<file path="config.mk">
export PLATFORM = sky130hd
export DESIGN_NAME = ibex_fp_rf_wr_arb
export DESIGN_NICKNAME = d
export VERILOG_FILES = /design/src/rtl/ibex_fp_rf_wr_arb.sv
export SDC_FILE = /design/constraint.sdc
export NUM_CORES = 1
export LEC_CHECK = 0
export ABC_CLOCK_PERIOD_IN_PS = 1880
export BUFFER_PORTS_ARGS = -buffer_cell sky130_fd_sc_hd__buf_4
export CORE_MARGIN = 10
export CORE_UTILIZATION = 30
export DETAILED_ROUTE_END_ITERATION = 7
export PLACE_DENSITY_LB_ADDON = 0.15
export SLEW_MARGIN = 40
export SYNTH_ARGS = -nofsm -noshare
export SYNTH_HDL_FRONTEND = slang
export SYNTH_SLANG_ARGS = --single-unit
</file>
<file path="constraint.sdc">
create_clock -name clk_i -period 1.88 [get_ports clk_i]
set_input_delay 0 -clock clk_i [delete_from_list [all_inputs] [get_ports clk_i]]
set_output_delay 0 -clock clk_i [all_outputs]
set_load 0.005 [all_outputs]
</file>
<file path="src/rtl/ibex_fp_rf_wr_arb.sv">
// FP register-file write-port arbiter: writeback loads win, FPU results
// bypass or wait in an in-order queue with WAW kill and hazard reporting.
module ibex_fp_rf_wr_arb #(
    parameter int unsigned DEPTH = 2
) (
    input  logic        clk_i,
    input  logic        rst_i,
    input  logic        wb_we_fp_i,
    input  logic [4:0]  wb_waddr_i,
    input  logic [31:0] wb_wdata_i,
    input  logic        fpu_valid_i,
    output logic        fpu_ready_o,
    input  logic [4:0]  fpu_waddr_i,
    input  logic [31:0] fpu_wdata_i,
    output logic        rf_we_fp_o,
    output logic [4:0]  rf_waddr_fp_o,
    output logic [31:0] rf_wdata_fp_o,
    input  logic [4:0]  raddr_a_i,
    input  logic [4:0]  raddr_b_i,
    input  logic [4:0]  raddr_c_i,
    output logic        pending_a_o,
    output logic        pending_b_o,
    output logic        pending_c_o,
    output logic        queue_empty_o
);

    localparam int unsigned AW = $clog2(DEPTH);
    localparam int unsigned CW = AW + 1;
    localparam logic [CW-1:0] DEPTH_C = CW'(DEPTH);
    localparam logic [AW-1:0] LAST_C  = AW'(DEPTH - 1);

    logic [DEPTH-1:0] r_live;
    logic [4:0]       r_waddr [DEPTH];
    logic [31:0]      r_wdata [DEPTH];
    logic [AW-1:0]    r_rptr;
    logic [AW-1:0]    r_wptr;
    logic [CW-1:0]    r_count;

    logic w_empty;
    logic w_accept;
    logic w_pop;
    logic w_bypass;
    logic w_push;

    function automatic logic [AW-1:0] f_inc(input logic [AW-1:0] p);
        return (p == LAST_C) ? '0 : p + 1'b1;
    endfunction

    assign w_empty       = (r_count == '0);
    assign fpu_ready_o   = (r_count < DEPTH_C);
    assign queue_empty_o = w_empty;
    assign w_accept      = fpu_valid_i & fpu_ready_o;
    assign w_pop         = ~wb_we_fp_i & ~w_empty;
    assign w_bypass      = ~wb_we_fp_i & w_empty & w_accept;
    assign w_push        = w_accept & ~w_bypass;

    always_comb begin
        rf_we_fp_o    = 1'b0;
        rf_waddr_fp_o = wb_waddr_i;
        rf_wdata_fp_o = wb_wdata_i;
        if (wb_we_fp_i) begin
            rf_we_fp_o = 1'b1;
        end else if (!w_empty) begin
            // killed heads still drain, just without a write
            rf_we_fp_o    = r_live[r_rptr];
            rf_waddr_fp_o = r_waddr[r_rptr];
            rf_wdata_fp_o = r_wdata[r_rptr];
        end else if (w_accept) begin
            rf_we_fp_o    = 1'b1;
            rf_waddr_fp_o = fpu_waddr_i;
            rf_wdata_fp_o = fpu_wdata_i;
        end
    end

    always_comb begin
        pending_a_o = 1'b0;
        pending_b_o = 1'b0;
        pending_c_o = 1'b0;
        for (int i = 0; i < int'(DEPTH); i++) begin
            if (r_live[i] && r_waddr[i] == raddr_a_i) pending_a_o = 1'b1;
            if (r_live[i] && r_waddr[i] == raddr_b_i) pending_b_o = 1'b1;
            if (r_live[i] && r_waddr[i] == raddr_c_i) pending_c_o = 1'b1;
        end
    end

    always_ff @(posedge clk_i or posedge rst_i) begin
        if (rst_i) begin
            r_live  <= '0;
            r_rptr  <= '0;
            r_wptr  <= '0;
            r_count <= '0;
            for (int i = 0; i < int'(DEPTH); i++) begin
                r_waddr[i] <= '0;
                r_wdata[i] <= '0;
            end
        end else begin
            // kill first so a same-cycle (younger) enqueue stays live
            for (int i = 0; i < int'(DEPTH); i++) begin
                if (wb_we_fp_i && r_waddr[i] == wb_waddr_i) r_live[i] <= 1'b0;
            end
            if (w_pop) begin
                r_live[r_rptr] <= 1'b0;
                r_rptr         <= f_inc(r_rptr);
            end
            if (w_push) begin
                r_live[r_wptr]  <= 1'b1;
                r_waddr[r_wptr] <= fpu_waddr_i;
                r_wdata[r_wptr] <= fpu_wdata_i;
                r_wptr          <= f_inc(r_wptr);
            end
            if (w_push && !w_pop) r_count <= r_count + 1'b1;
            else if (!w_push && w_pop) r_count <= r_count - 1'b1;
        end
    end

    a_count_bound: assert property (@(posedge clk_i) disable iff (rst_i)
        r_count <= DEPTH_C);

endmodule

</file>
After elaboration in Yosys (flattened, before gate mapping)
Index checks and enable logic that the tools add are counted.
{"block": "totals", "reg_bits": 80, "output_inout_bits": 43, "elab_cells": 99}
{"block": "op_classes", "n_addsub": 4, "n_lt_le_gt_ge": 8, "eq_ne": 8, "n_mux": 41, "bitwise_logic": 13, "n_reduce_logical": 17}
{"op": "32-bit two-way mux", "count": 7}
{"op": "64-bit bitwise mux", "count": 1}
{"op": "5-bit == test", "count": 8}
{"op": "5-bit two-way mux", "count": 7}
{"op": "32-bit demux with 1-bit select", "count": 1}
{"op": "1-bit two-way mux", "count": 17}
{"op": "1-bit logical AND", "count": 13}
{"op": "10-bit bitwise mux", "count": 1}
{"op": "2-bit two-way mux", "count": 4}
{"op": "1-bit bitwise AND", "count": 5}
{"op": "5-bit demux with 1-bit select", "count": 1}
{"op": "2-bit >= comparator (second input constant)", "count": 2}
{"op": "1-bit by 2-bit less-than comparator with 1-bit output (second input constant)", "count": 2}
{"op": "1-bit NOT with 2-bit output", "count": 2}
{"op": "1-bit NOT", "count": 3}
{"op": "1-bit adder (second input constant)", "count": 2}
{"op": "2-bit by 1-bit adder with 2-bit output (second input constant)", "count": 1}
{"op": "2-bit bitwise AND", "count": 1}
{"op": "1-bit demux with 1-bit select", "count": 2}
{"op": "1-bit >= comparator (second input constant)", "count": 2}
{"op": "1-bit zero test", "count": 2}
{"op": "2-bit zero test", "count": 1}
{"op": "2-bit by 1-bit less-than comparator with 1-bit output (second input constant)", "count": 1}
{"op": "2-bit less-than comparator (second input constant)", "count": 1}
{"op": "4 further kinds", "count": 4}

Longest topological paths before layout
Gate-level depths: netlist of run 1.
{"block": "depth", "word_depth": 9, "depth_mapped": 7, "depth_no_buf": 4}

Least setup slack after synthesis of run 1
No wires, ideal clock.
{"block": "synth_path", "path_kind": "register to register", "startpoint": "register r_count[0]", "endpoint": "register r_wdata[15] in the netlist's numbering", "arrival_ns": 1.490, "required_time_ns": 1.755, "slack_ns": 0.266, "stages_incl_launch_ff": 6, "cell_sequence": "dfrtp_1 -> or2_2 -> nand3_1 -> buf_4 -> buf_4 -> mux2_2"}
{"block": "synth_between", "elab_chain_cells": 5, "word_cells_on_any_way": 7, "classes_between": "order compare (1); bitwise (5); reduce/logical (1)"}
{"item": "from (decl)", "line_no": "37", "source": "logic [CW-1:0] r_count;"}
{"item": "from (signal assigned)", "line_no": "111", "source": "if (w_push && !w_pop) r_count <= r_count + 1'b1;"}
{"item": "from (signal assigned)", "line_no": "112", "source": "else if (!w_push && w_pop) r_count <= r_count - 1'b1;"}
{"item": "2-bit less-than comparator / 2-bit zero test (equally long branches)", "line_no": "50, 49"}
{"item": "1-bit bitwise AND, on equally long branches", "line_no": "52, 54"}
{"item": "1-bit bitwise AND", "line_no": "54", "source": "assign w_bypass = ~wb_we_fp_i & w_empty & w_accept;"}
{"item": "1-bit NOT", "line_no": "55", "source": "assign w_push = w_accept & ~w_bypass;"}
{"item": "1-bit bitwise AND *", "line_no": "55"}
{"item": "to (signal, indexed assignment)", "line_no": "108", "source": "r_wdata[r_wptr] <= fpu_wdata_i;"}
{"item": "to (decl)", "line_no": "34", "source": "logic [31:0] r_wdata [DEPTH];"}
Every way passes the cells marked *; elsewhere a longest branch is shown, timed or not.
A chain may end at the register's enable or synchronous reset.

Worst setup path in the final report of run 1
{"block": "layout_path", "startpoint": "register r_count[0]", "endpoint": "output rf_wdata_fp_o[1]"}
{"block": "layout_between", "elab_chain_cells": 5, "word_cells_on_any_way": 6, "classes_between": "order compare (1); mux (3); bitwise (1); reduce/logical (1)"}
{"item": "2-bit less-than comparator", "line_no": "50", "source": "assign fpu_ready_o = (r_count < DEPTH_C);"}
{"item": "1-bit bitwise AND", "line_no": "52", "source": "assign w_accept = fpu_valid_i & fpu_ready_o;"}
{"item": "32-bit two-way mux", "line_no": "68", "source": "end else if (w_accept) begin"}
{"item": "32-bit two-way mux *", "line_no": "63", "source": "end else if (!w_empty) begin"}
{"item": "32-bit two-way mux *", "line_no": "61", "source": "if (wb_we_fp_i) begin"}
{"item": "to (decl)", "line_no": "17", "source": "output logic [31:0] rf_wdata_fp_o,"}
Marks and branches as above.

==> results of run 1 <==
through the flow:
step	util, %	setup TNS (ns)
after floorplan	-	0
after global placement	38.5	0
after detailed placement	38.7	0
after CTS	43.8	-0.264
after global routing	44.5	-2.15
final	44.5	-0.0725
repair_timing:
action | CTS | global route
hold endpoints to repair | 154 | 0
setup buffers | 7 | 1
gates resized for setup | 18 | 13
setup endpoints to repair | 37 | 52
cloned | 3 | 2
pin swaps | 22 | 5
hold buffers | 38 | 0
state kept, by name, indices dropped and copies added (netlist names):
| signal | count |
|---|---|
| r_count | 2 |
| r_rptr | 1 |
| r_wptr | 1 |
| r_live | 2 |
| r_wdata | 64 |
| r_waddr | 10 |
layout make-up:
cell class / count / area, um^2
tap: 220 / 275
clock buffer: 12 / 236
fill: 1569 / 9230
clock inverter: 4 / 45.0
multi-input combinational: 346 / 2920
sequential: 80 / 2000
timing repair buffer: 205 / 1910
inverter: 5 / 22.5
tightest hold or removal path, stage by stage:
cell and delay (ns):
sky130_fd_sc_hd__buf_4 0.16, sky130_fd_sc_hd__nand4_1 0.09, sky130_fd_sc_hd__a2bb2oi_1 0.14
final timing paths:
check | startpoint | to | slack (ns) | depth (start not counted)
max | r_count[0] | rf_wdata_fp_o[1] | -0.02 | 5
min | wb_we_fp_i | r_live[0] | 0.1 | 3
max reg2reg | r_count[0] | r_wdata[12] | 0.06 | 6
min reg2reg | r_wdata[9] | r_wdata[9] | 0.51 | 1
max in group asynchronous | rst_i | r_count[0] | 1.16 | 4
min in group asynchronous | rst_i | r_wdata[19] | 0.33 | 4
per-layer routing:
layer  global-route usage, %  vias to the layer above
met5                       0                        -
met4                    5.20                        0
met3                    3.48                       22
met2                    26.4                      130
met1                    18.4                     2322
li1                        -                     2122
cells by family after synthesis:
kind of cell | count (synthesis)
AOI/OAI and AO/OA | 126
DFF | 80
xor gates and xnor gates | 42
and+or+nand+nor | 104
buffers and inverters | 54
muxes | 74
placed cells by master (no fill, tap or decap), types with 11 or more instances in the layout:
master / synthesis / routed
sky130_fd_sc_hd__a211o_1: 37 / 37
sky130_fd_sc_hd__mux2_2: 74 / 74
sky130_fd_sc_hd__a32o_1: 37 / 37
sky130_fd_sc_hd__dfrtp_1: 80 / 79
sky130_fd_sc_hd__clkbuf_16: 0 / 11
sky130_fd_sc_hd__nand3b_1: 37 / 37
sky130_fd_sc_hd__buf_6: 2 / 13
sky130_fd_sc_hd__buf_4: 5 / 138
sky130_fd_sc_hd__dlygate4sd3_1: 0 / 38
sky130_fd_sc_hd__xnor2_1: 42 / 42
sky130_fd_sc_hd__a21oi_1: 37 / 33
sky130_fd_sc_hd__nand2b_1: 38 / 37
cell usage after synthesis, types with 2 or more instances:
cell type	number	share of area (%)
sky130_fd_sc_hd__clkbuf_1	30	2.2
sky130_fd_sc_hd__a211o_1	37	6.3
sky130_fd_sc_hd__nand2_1	9	0.66
sky130_fd_sc_hd__nand3_1	2	0.20
sky130_fd_sc_hd__dfrtp_1	80	39
sky130_fd_sc_hd__nor2_2	2	0.24
sky130_fd_sc_hd__nor2_1	2	0.15
sky130_fd_sc_hd__mux2_2	74	16
sky130_fd_sc_hd__buf_2	10	0.98
sky130_fd_sc_hd__a21oi_1	37	3.6
sky130_fd_sc_hd__nand3b_1	37	5.4
sky130_fd_sc_hd__o21ai_0	4	0.39
sky130_fd_sc_hd__o22ai_1	3	0.37
sky130_fd_sc_hd__a2bb2oi_1	2	0.34
sky130_fd_sc_hd__buf_4	5	0.74
sky130_fd_sc_hd__o311ai_0	2	0.34
sky130_fd_sc_hd__nand4_1	8	0.98
sky130_fd_sc_hd__a32o_1	37	7.3
sky130_fd_sc_hd__inv_1	5	0.37
sky130_fd_sc_hd__buf_1	2	0.15
sky130_fd_sc_hd__xnor2_1	42	7.2
sky130_fd_sc_hd__o21bai_1	2	0.29
sky130_fd_sc_hd__buf_6	2	0.44
sky130_fd_sc_hd__nand2b_1	38	4.7
power by group through the flow:
stage          registers [mW]  clock network, mW  logic [mW]
2_1_floorplan            2.96                  0        3.18
3_3_place_gp             3.37                  0        4.43
3_5_place_dp             3.41                  0        4.55
4_1_cts                  3.37               1.77        5.27
5_1_grt                  3.49               1.84        5.79
6_report                 3.38               1.72        5.36
==> run_summary.xml, run 1 <==
<?xml version="1.0" encoding="UTF-8"?>
<metrics>
  <group name="worst_hold_path">
    <metric name="holdCritPathClass" unit="">input pin to register</metric>
  </group>
  <group name="synthesis">
    <metric name="netlist_area" unit="um^2">5110</metric>
    <metric name="synth_cell_type_count" unit="">32</metric>
    <metric name="synth_xor_xnor_area_share" unit="%">7.20</metric>
    <metric name="synthSimpleGateAreaFrac" unit="%">13.1</metric>
    <metric name="synth_cells" unit="">480</metric>
    <metric name="yosys-mux-area-fraction" unit="%">16.3</metric>
    <metric name="synth-seq-area-share" unit="%">39.2</metric>
    <metric name="dominantRegCellSynth" unit="">sky130_fd_sc_hd__dfrtp_1</metric>
    <metric name="synth_edf_count" unit="">0</metric>
    <metric name="synth_top_family_by_area" unit="">compound AO/OA/AOI/OAI gates</metric>
    <metric name="synth-compound-area-share" unit="%">19.3</metric>
    <metric name="register_bit_total_from_synthesis" unit="">80</metric>
    <metric name="ys_warn_count" unit="">0</metric>
    <metric name="ys_async_sr_fraction" unit="%">100</metric>
    <metric name="synthesis.area_per_instance" unit="um^2">10.6</metric>
    <metric name="synth_adder_area_share" unit="%">0</metric>
    <metric name="syn-num-nets" unit="">573</metric>
  </group>
  <group name="grt">
    <metric name="grt_start_max_net_pins" unit="">81</metric>
    <metric name="globalRouteOverflowTotal" unit="">0</metric>
    <metric name="global_router_s_overall_resource_usage" unit="%">15.4</metric>
    <metric name="first_global_vias" unit="">5090</metric>
    <metric name="antenna_found_initial" unit="">0</metric>
    <metric name="grt_first_pass_wirelength" unit="mm">27.5</metric>
  </group>
  <group name="clock_network">
    <metric name="clk_pin_slew_worst_paths" unit="ns">0.06</metric>
    <metric name="clock_tree.root_cell" unit="">sky130_fd_sc_hd__clkbuf_16</metric>
    <metric name="cts_inserted_buffers" unit="">9</metric>
    <metric name="clock_insertion_delay_worst_skew" unit="ns">0.34</metric>
    <metric name="tritoncts" unit="">done</metric>
    <metric name="h_tree_levels" unit="">3</metric>
    <metric name="cts-root-to-sink-buffers" unit="">2</metric>
    <metric name="clock-sinks" unit="">80</metric>
  </group>
  <group name="critical_path">
    <metric name="timing.setup.critical_path_class" unit="">register to output pin</metric>
    <metric name="largest_fanout_on_the_critical_path" unit="">17</metric>
    <metric name="cpMaxStageDelayCell" unit="">sky130_fd_sc_hd__dfrtp_2</metric>
    <metric name="path_buf_inv" unit="">2</metric>
    <metric name="setup.worst_path.end_class" unit="">output pin</metric>
    <metric name="worst-endpoint-required" unit="ns">1.88</metric>
    <metric name="cp_cell_sequence" unit="">or2_4, buf_12, a32o_1, a211o_1, buf_6</metric>
    <metric name="cpLargestDelayFamily" unit="">compound AO/OA/AOI/OAI gates</metric>
    <metric name="critical_path_arrival" unit="ns">1.90</metric>
    <metric name="setup.worst_path.start_class" unit="">register</metric>
    <metric name="max_stage_delay" unit="ns">0.40</metric>
  </group>
  <group name="placed_design">
    <metric name="dp_slack" unit="ns">0.168</metric>
    <metric name="dpl-instance-area" unit="um^2">6430</metric>
    <metric name="placedCellCount" unit="">805</metric>
    <metric name="place_congestion" unit="">0.764</metric>
    <metric name="place.port_buffers" unit="">135</metric>
    <metric name="hpwlAfterDp" unit="mm">11.5</metric>
  </group>
  <group name="floorplanning">
    <metric name="fp.dieW" unit="um">150</metric>
    <metric name="io_pins" unit="">136</metric>
    <metric name="floorplan.initialDensity" unit="%">30.7</metric>
    <metric name="fp.coreArea" unit="um^2">16600</metric>
    <metric name="floorplan.die_area" unit="um^2">22600</metric>
    <metric name="floorplan.die.height" unit="um">150</metric>
    <metric name="core.rowCount" unit="">47</metric>
  </group>
  <group name="power">
    <metric name="pwr-share-clk" unit="%">16.4</metric>
    <metric name="swShare" unit="%">35.4</metric>
    <metric name="flop_pwr_share" unit="%">32.3</metric>
    <metric name="p_sw" unit="mW">3.70</metric>
    <metric name="finalPower" unit="mW">10.5</metric>
    <metric name="powerDensity" unit="nW/um^2">1410</metric>
    <metric name="leakage" unit="nW">3.19</metric>
    <metric name="combinationalPowerShare" unit="%">51.2</metric>
    <metric name="peakVddDrop" unit="uV">485</metric>
    <metric name="power.internal" unit="mW">6.76</metric>
  </group>
  <group name="sta">
    <metric name="report.final.setup_viol" unit="">8</metric>
    <metric name="worstMarginPinSlew" unit="ns">0.464</metric>
    <metric name="fin_hold_ws" unit="ns">0.0965</metric>
    <metric name="fin_worst_skew" unit="ns">0.00431</metric>
    <metric name="final.period_utilization" unit="%">101</metric>
    <metric name="min_period" unit="ns">1.90</metric>
    <metric name="timing_max_transition_violations_final" unit="">0</metric>
    <metric name="grt_setup_unrepaired" unit="">true</metric>
    <metric name="timing.final.hold_violations" unit="">0</metric>
    <metric name="slew_headroom" unit="%">69.1</metric>
    <metric name="clock.fmax" unit="MHz">527</metric>
    <metric name="layout_setup_ws" unit="ns">-0.0163</metric>
  </group>
  <group name="layout">
    <metric name="insertedDiodeCount" unit="">0</metric>
    <metric name="final_cell_area" unit="um^2">7410</metric>
    <metric name="fin_nets" unit="">740</metric>
    <metric name="final_instance_count_excl_fillers" unit="">872</metric>
    <metric name="ratio_of_cells_with_drive_above_1_in_the_final_layout" unit="%">41.1</metric>
    <metric name="area_delta_synth_final" unit="%">45.1</metric>
  </group>
  <group name="routing">
    <metric name="drt_pass1_iterations" unit="">4</metric>
    <metric name="postRouteAntennaNets" unit="">0</metric>
    <metric name="avgViaCountPerCell" unit="">5.27</metric>
    <metric name="drt-initial-drc-count" unit="">225</metric>
    <metric name="routedLengthMet1" unit="mm">7.58</metric>
    <metric name="wirelength" unit="mm">17.7</metric>
    <metric name="routedWlPerCell" unit="um">20.3</metric>
    <metric name="top_layer" unit="">met4</metric>
    <metric name="dr_wl_met3" unit="um">995</metric>
    <metric name="remaining_routing_drc_violations" unit="">0</metric>
    <metric name="wl_met2" unit="mm">8.89</metric>
    <metric name="dr_total_vias" unit="">4596</metric>
  </group>
  <group name="run_status">
    <metric name="failed_checks" unit="">setup timing</metric>
    <metric name="run_status" unit="">finished with violations</metric>
  </group>
  <group name="job">
    <metric name="max-cap-violations" unit="">0</metric>
  </group>
</metrics>
No activity file was read; power rests on OpenSTA's default activity.
==> inputs of run 2 (changes only) <==
- PLACE_DENSITY_LB_ADDON: 0.15 -> 0.1
==> run 2 against run 1 <==
  * The run now ends clean
  * Non-clock buffer count fell by 9
  * First-iteration DRC count fell by 1.3%
  * Total power fell by 3.2%
  * Design area fell by 1.9%
  * Critical endpoint is now rf_wdata_fp_o[29]
  * Highest routed layer unchanged
==> run_summary.xml, run 2 (same netlist as run 1, synthesis figures left out) <==
<?xml version="1.0" encoding="UTF-8"?>
<metrics>
  <group name="run_status">
    <metric name="run_status" unit="">complete, no violations</metric>
  </group>
  <group name="grt">
    <metric name="antenna_found_initial" unit="">0</metric>
    <metric name="globalRouteOverflowTotal" unit="">0</metric>
    <metric name="grt_first_pass_wirelength" unit="mm">27.2</metric>
    <metric name="first_global_vias" unit="">4949</metric>
    <metric name="grt_start_max_net_pins" unit="">81</metric>
    <metric name="global_router_s_overall_resource_usage" unit="%">15.2</metric>
  </group>
  <group name="layout">
    <metric name="final_cell_mix" unit="">132 x sky130_fd_sc_hd__buf_4, 79 x sky130_fd_sc_hd__dfrtp_1, 74 x sky130_fd_sc_hd__mux2_2, 42 x sky130_fd_sc_hd__xnor2_1</metric>
    <metric name="top_register" unit="">r_wdata</metric>
    <metric name="fin_nets" unit="">731</metric>
    <metric name="fillerInstances" unit="">1583</metric>
    <metric name="largest_register_ffs" unit="">64</metric>
    <metric name="ratio_of_cells_with_drive_above_1_in_the_final_layout" unit="%">42.3</metric>
    <metric name="top_regs" unit="">r_wdata: 64 flops, r_waddr: 10 flops</metric>
    <metric name="finalCoreUtilization" unit="%">43.7</metric>
    <metric name="layout.cells.most_common" unit="">sky130_fd_sc_hd__buf_4</metric>
    <metric name="area_delta_synth_final" unit="%">42.3</metric>
    <metric name="regArea" unit="um^2">2000</metric>
    <metric name="area_of_the_multi_input_gates" unit="um^2">2950</metric>
    <metric name="insertedDiodeCount" unit="">0</metric>
    <metric name="final_instance_count_excl_fillers" unit="">863</metric>
  </group>
  <group name="floorplanning">
    <metric name="floorplan.die.height" unit="um">150</metric>
    <metric name="core.rowCount" unit="">47</metric>
    <metric name="floorplan.die_area" unit="um^2">22600</metric>
    <metric name="fp.dieW" unit="um">150</metric>
    <metric name="io_pins" unit="">136</metric>
    <metric name="fp.coreArea" unit="um^2">16600</metric>
    <metric name="floorplan.initialDensity" unit="%">30.7</metric>
  </group>
  <group name="sta">
    <metric name="slew_headroom" unit="%">70.3</metric>
    <metric name="fin_worst_skew" unit="ns">0.00581</metric>
    <metric name="setup_tns" unit="ns">0</metric>
    <metric name="worstMarginPinSlew" unit="ns">0.446</metric>
    <metric name="min_period" unit="ns">1.86</metric>
    <metric name="clock.fmax" unit="MHz">537</metric>
    <metric name="timing.final.hold_violations" unit="">0</metric>
    <metric name="grt_setup_unrepaired" unit="">true</metric>
    <metric name="timing_max_transition_violations_final" unit="">0</metric>
    <metric name="report.final.setup_viol" unit="">0</metric>
    <metric name="fin_hold_ws" unit="ns">0.0652</metric>
    <metric name="final.period_utilization" unit="%">99.0</metric>
  </group>
  <group name="routing">
    <metric name="drt_pass1_iterations" unit="">8</metric>
    <metric name="dr_total_vias" unit="">4530</metric>
    <metric name="remaining_routing_drc_violations" unit="">0</metric>
    <metric name="avgViaCountPerCell" unit="">5.25</metric>
    <metric name="postRouteAntennaNets" unit="">0</metric>
    <metric name="wirelength" unit="mm">17.3</metric>
    <metric name="routedWlPerCell" unit="um">20.0</metric>
    <metric name="drt-initial-drc-count" unit="">222</metric>
  </group>
  <group name="critical_path">
    <metric name="cpMaxStageDelayCell" unit="">sky130_fd_sc_hd__dfrtp_1</metric>
    <metric name="largest_fanout_on_the_critical_path" unit="">15</metric>
    <metric name="path_buf_inv" unit="">2</metric>
    <metric name="setup.worst_path.end_class" unit="">output pin</metric>
    <metric name="setup.worst_path.start_class" unit="">register</metric>
    <metric name="worst-endpoint-required" unit="ns">1.88</metric>
    <metric name="cpLargestDelayFamily" unit="">compound AO/OA/AOI/OAI gates</metric>
    <metric name="timing.setup.critical_path_class" unit="">register to output pin</metric>
    <metric name="critical_path_arrival" unit="ns">1.86</metric>
    <metric name="cp_cell_sequence" unit="">or2_4, buf_12, a32o_1, a211o_1, buf_6</metric>
    <metric name="max_stage_delay" unit="ns">0.40</metric>
  </group>
  <group name="power">
    <metric name="leakage" unit="nW">3.10</metric>
    <metric name="powerDensity" unit="nW/um^2">1390</metric>
    <metric name="peakVddDrop" unit="uV">648</metric>
  </group>
  <group name="clock_network">
    <metric name="h_tree_levels" unit="">3</metric>
    <metric name="clock_insertion_delay_worst_skew" unit="ns">0.34</metric>
    <metric name="clock_tree.root_cell" unit="">sky130_fd_sc_hd__clkbuf_16</metric>
    <metric name="cts_inserted_buffers" unit="">9</metric>
    <metric name="cts-root-to-sink-buffers" unit="">2</metric>
    <metric name="clock-sinks" unit="">80</metric>
    <metric name="tritoncts" unit="">done</metric>
    <metric name="clk_pin_slew_worst_paths" unit="ns">0.06</metric>
  </group>
  <group name="placed_design">
    <metric name="placedCellCount" unit="">804</metric>
    <metric name="place_congestion" unit="">0.819</metric>
    <metric name="hpwlAfterDp" unit="mm">11.6</metric>
    <metric name="place.port_buffers" unit="">135</metric>
  </group>
  <group name="job">
    <metric name="max-cap-violations" unit="">0</metric>
  </group>
  <group name="worst_hold_path">
    <metric name="holdCritPathClass" unit="">input pin to register</metric>
  </group>
</metrics>
## run 2: per-stage QoR
step                      instance area, um^2  setup WS, ns  total power [mW]
final                                    7270        0.0179              10.1
after detailed placement                 6400         0.212              7.91
after global placement                   6400         0.225              7.79
after global routing                     7270       -0.0362              10.8
after CTS                                7190       -0.0122              10.2
after floorplan                          5110         0.266              6.13
## run 2: final cells by class
class / count / share of cell area (%)
well taps: 220 / 3.79
multi-input cells: 346 / 40.6
flip-flops and latches: 80 / 27.6
clock inverters: 4 / 0.620
repair buffers: 196 / 23.8
clock buffers: 12 / 3.25
inverters: 5 / 0.310
## run 2: worst min-delay path: stages
cell and delay [ns]:
sky130_fd_sc_hd__buf_4 0.18, sky130_fd_sc_hd__nand3_1 0.10, sky130_fd_sc_hd__o21ai_0 0.08
## run 2: final timing paths
kind	from	endpoint	slack (ns)	depth (start not counted)
setup / recovery	r_count[1]	rf_wdata_fp_o[29]	0.02	5
hold / removal	wb_we_fp_i	r_count[1]	0.07	3
setup reg to reg	r_count[0]	r_wdata[55]	0.14	5
hold reg to reg	r_wdata[18]	r_wdata[18]	0.51	1
max in group asynchronous	rst_i	r_waddr[3]	1.20	4
min in group asynchronous	rst_i	r_wdata[60]	0.35	4
## run 2: metal layers
| metal | vias up | GRT usage, % | share of wire (%) |
|---|---|---|---|
| met5 | - | 0 | 0 |
| met4 | 0 | 5.78 | 2.2 |
| met3 | 27 | 3.42 | 4.6 |
| met2 | 117 | 25.9 | 49 |
| met1 | 2280 | 18.3 | 44 |
| li1 | 2106 | - | - |
## run 2: repair_timing
action / in CTS / in global routing
buffers inserted: 4 / 0
resized for setup: 11 / 30
hold buffers: 38 / 0
cloned: 2 / 0
setup endpoints to repair: 37 / 37
pin swaps: 24 / 12
endpoints found under the hold margin: 154 / 0
## run 2: report_power, final
part	total [mW]	internal (mW)	switching [mW]
logic	4.98	2.83	2.15
registers	3.42	2.61	0.813
clock network	1.72	1.02	0.700
total	10.1	6.46	3.67
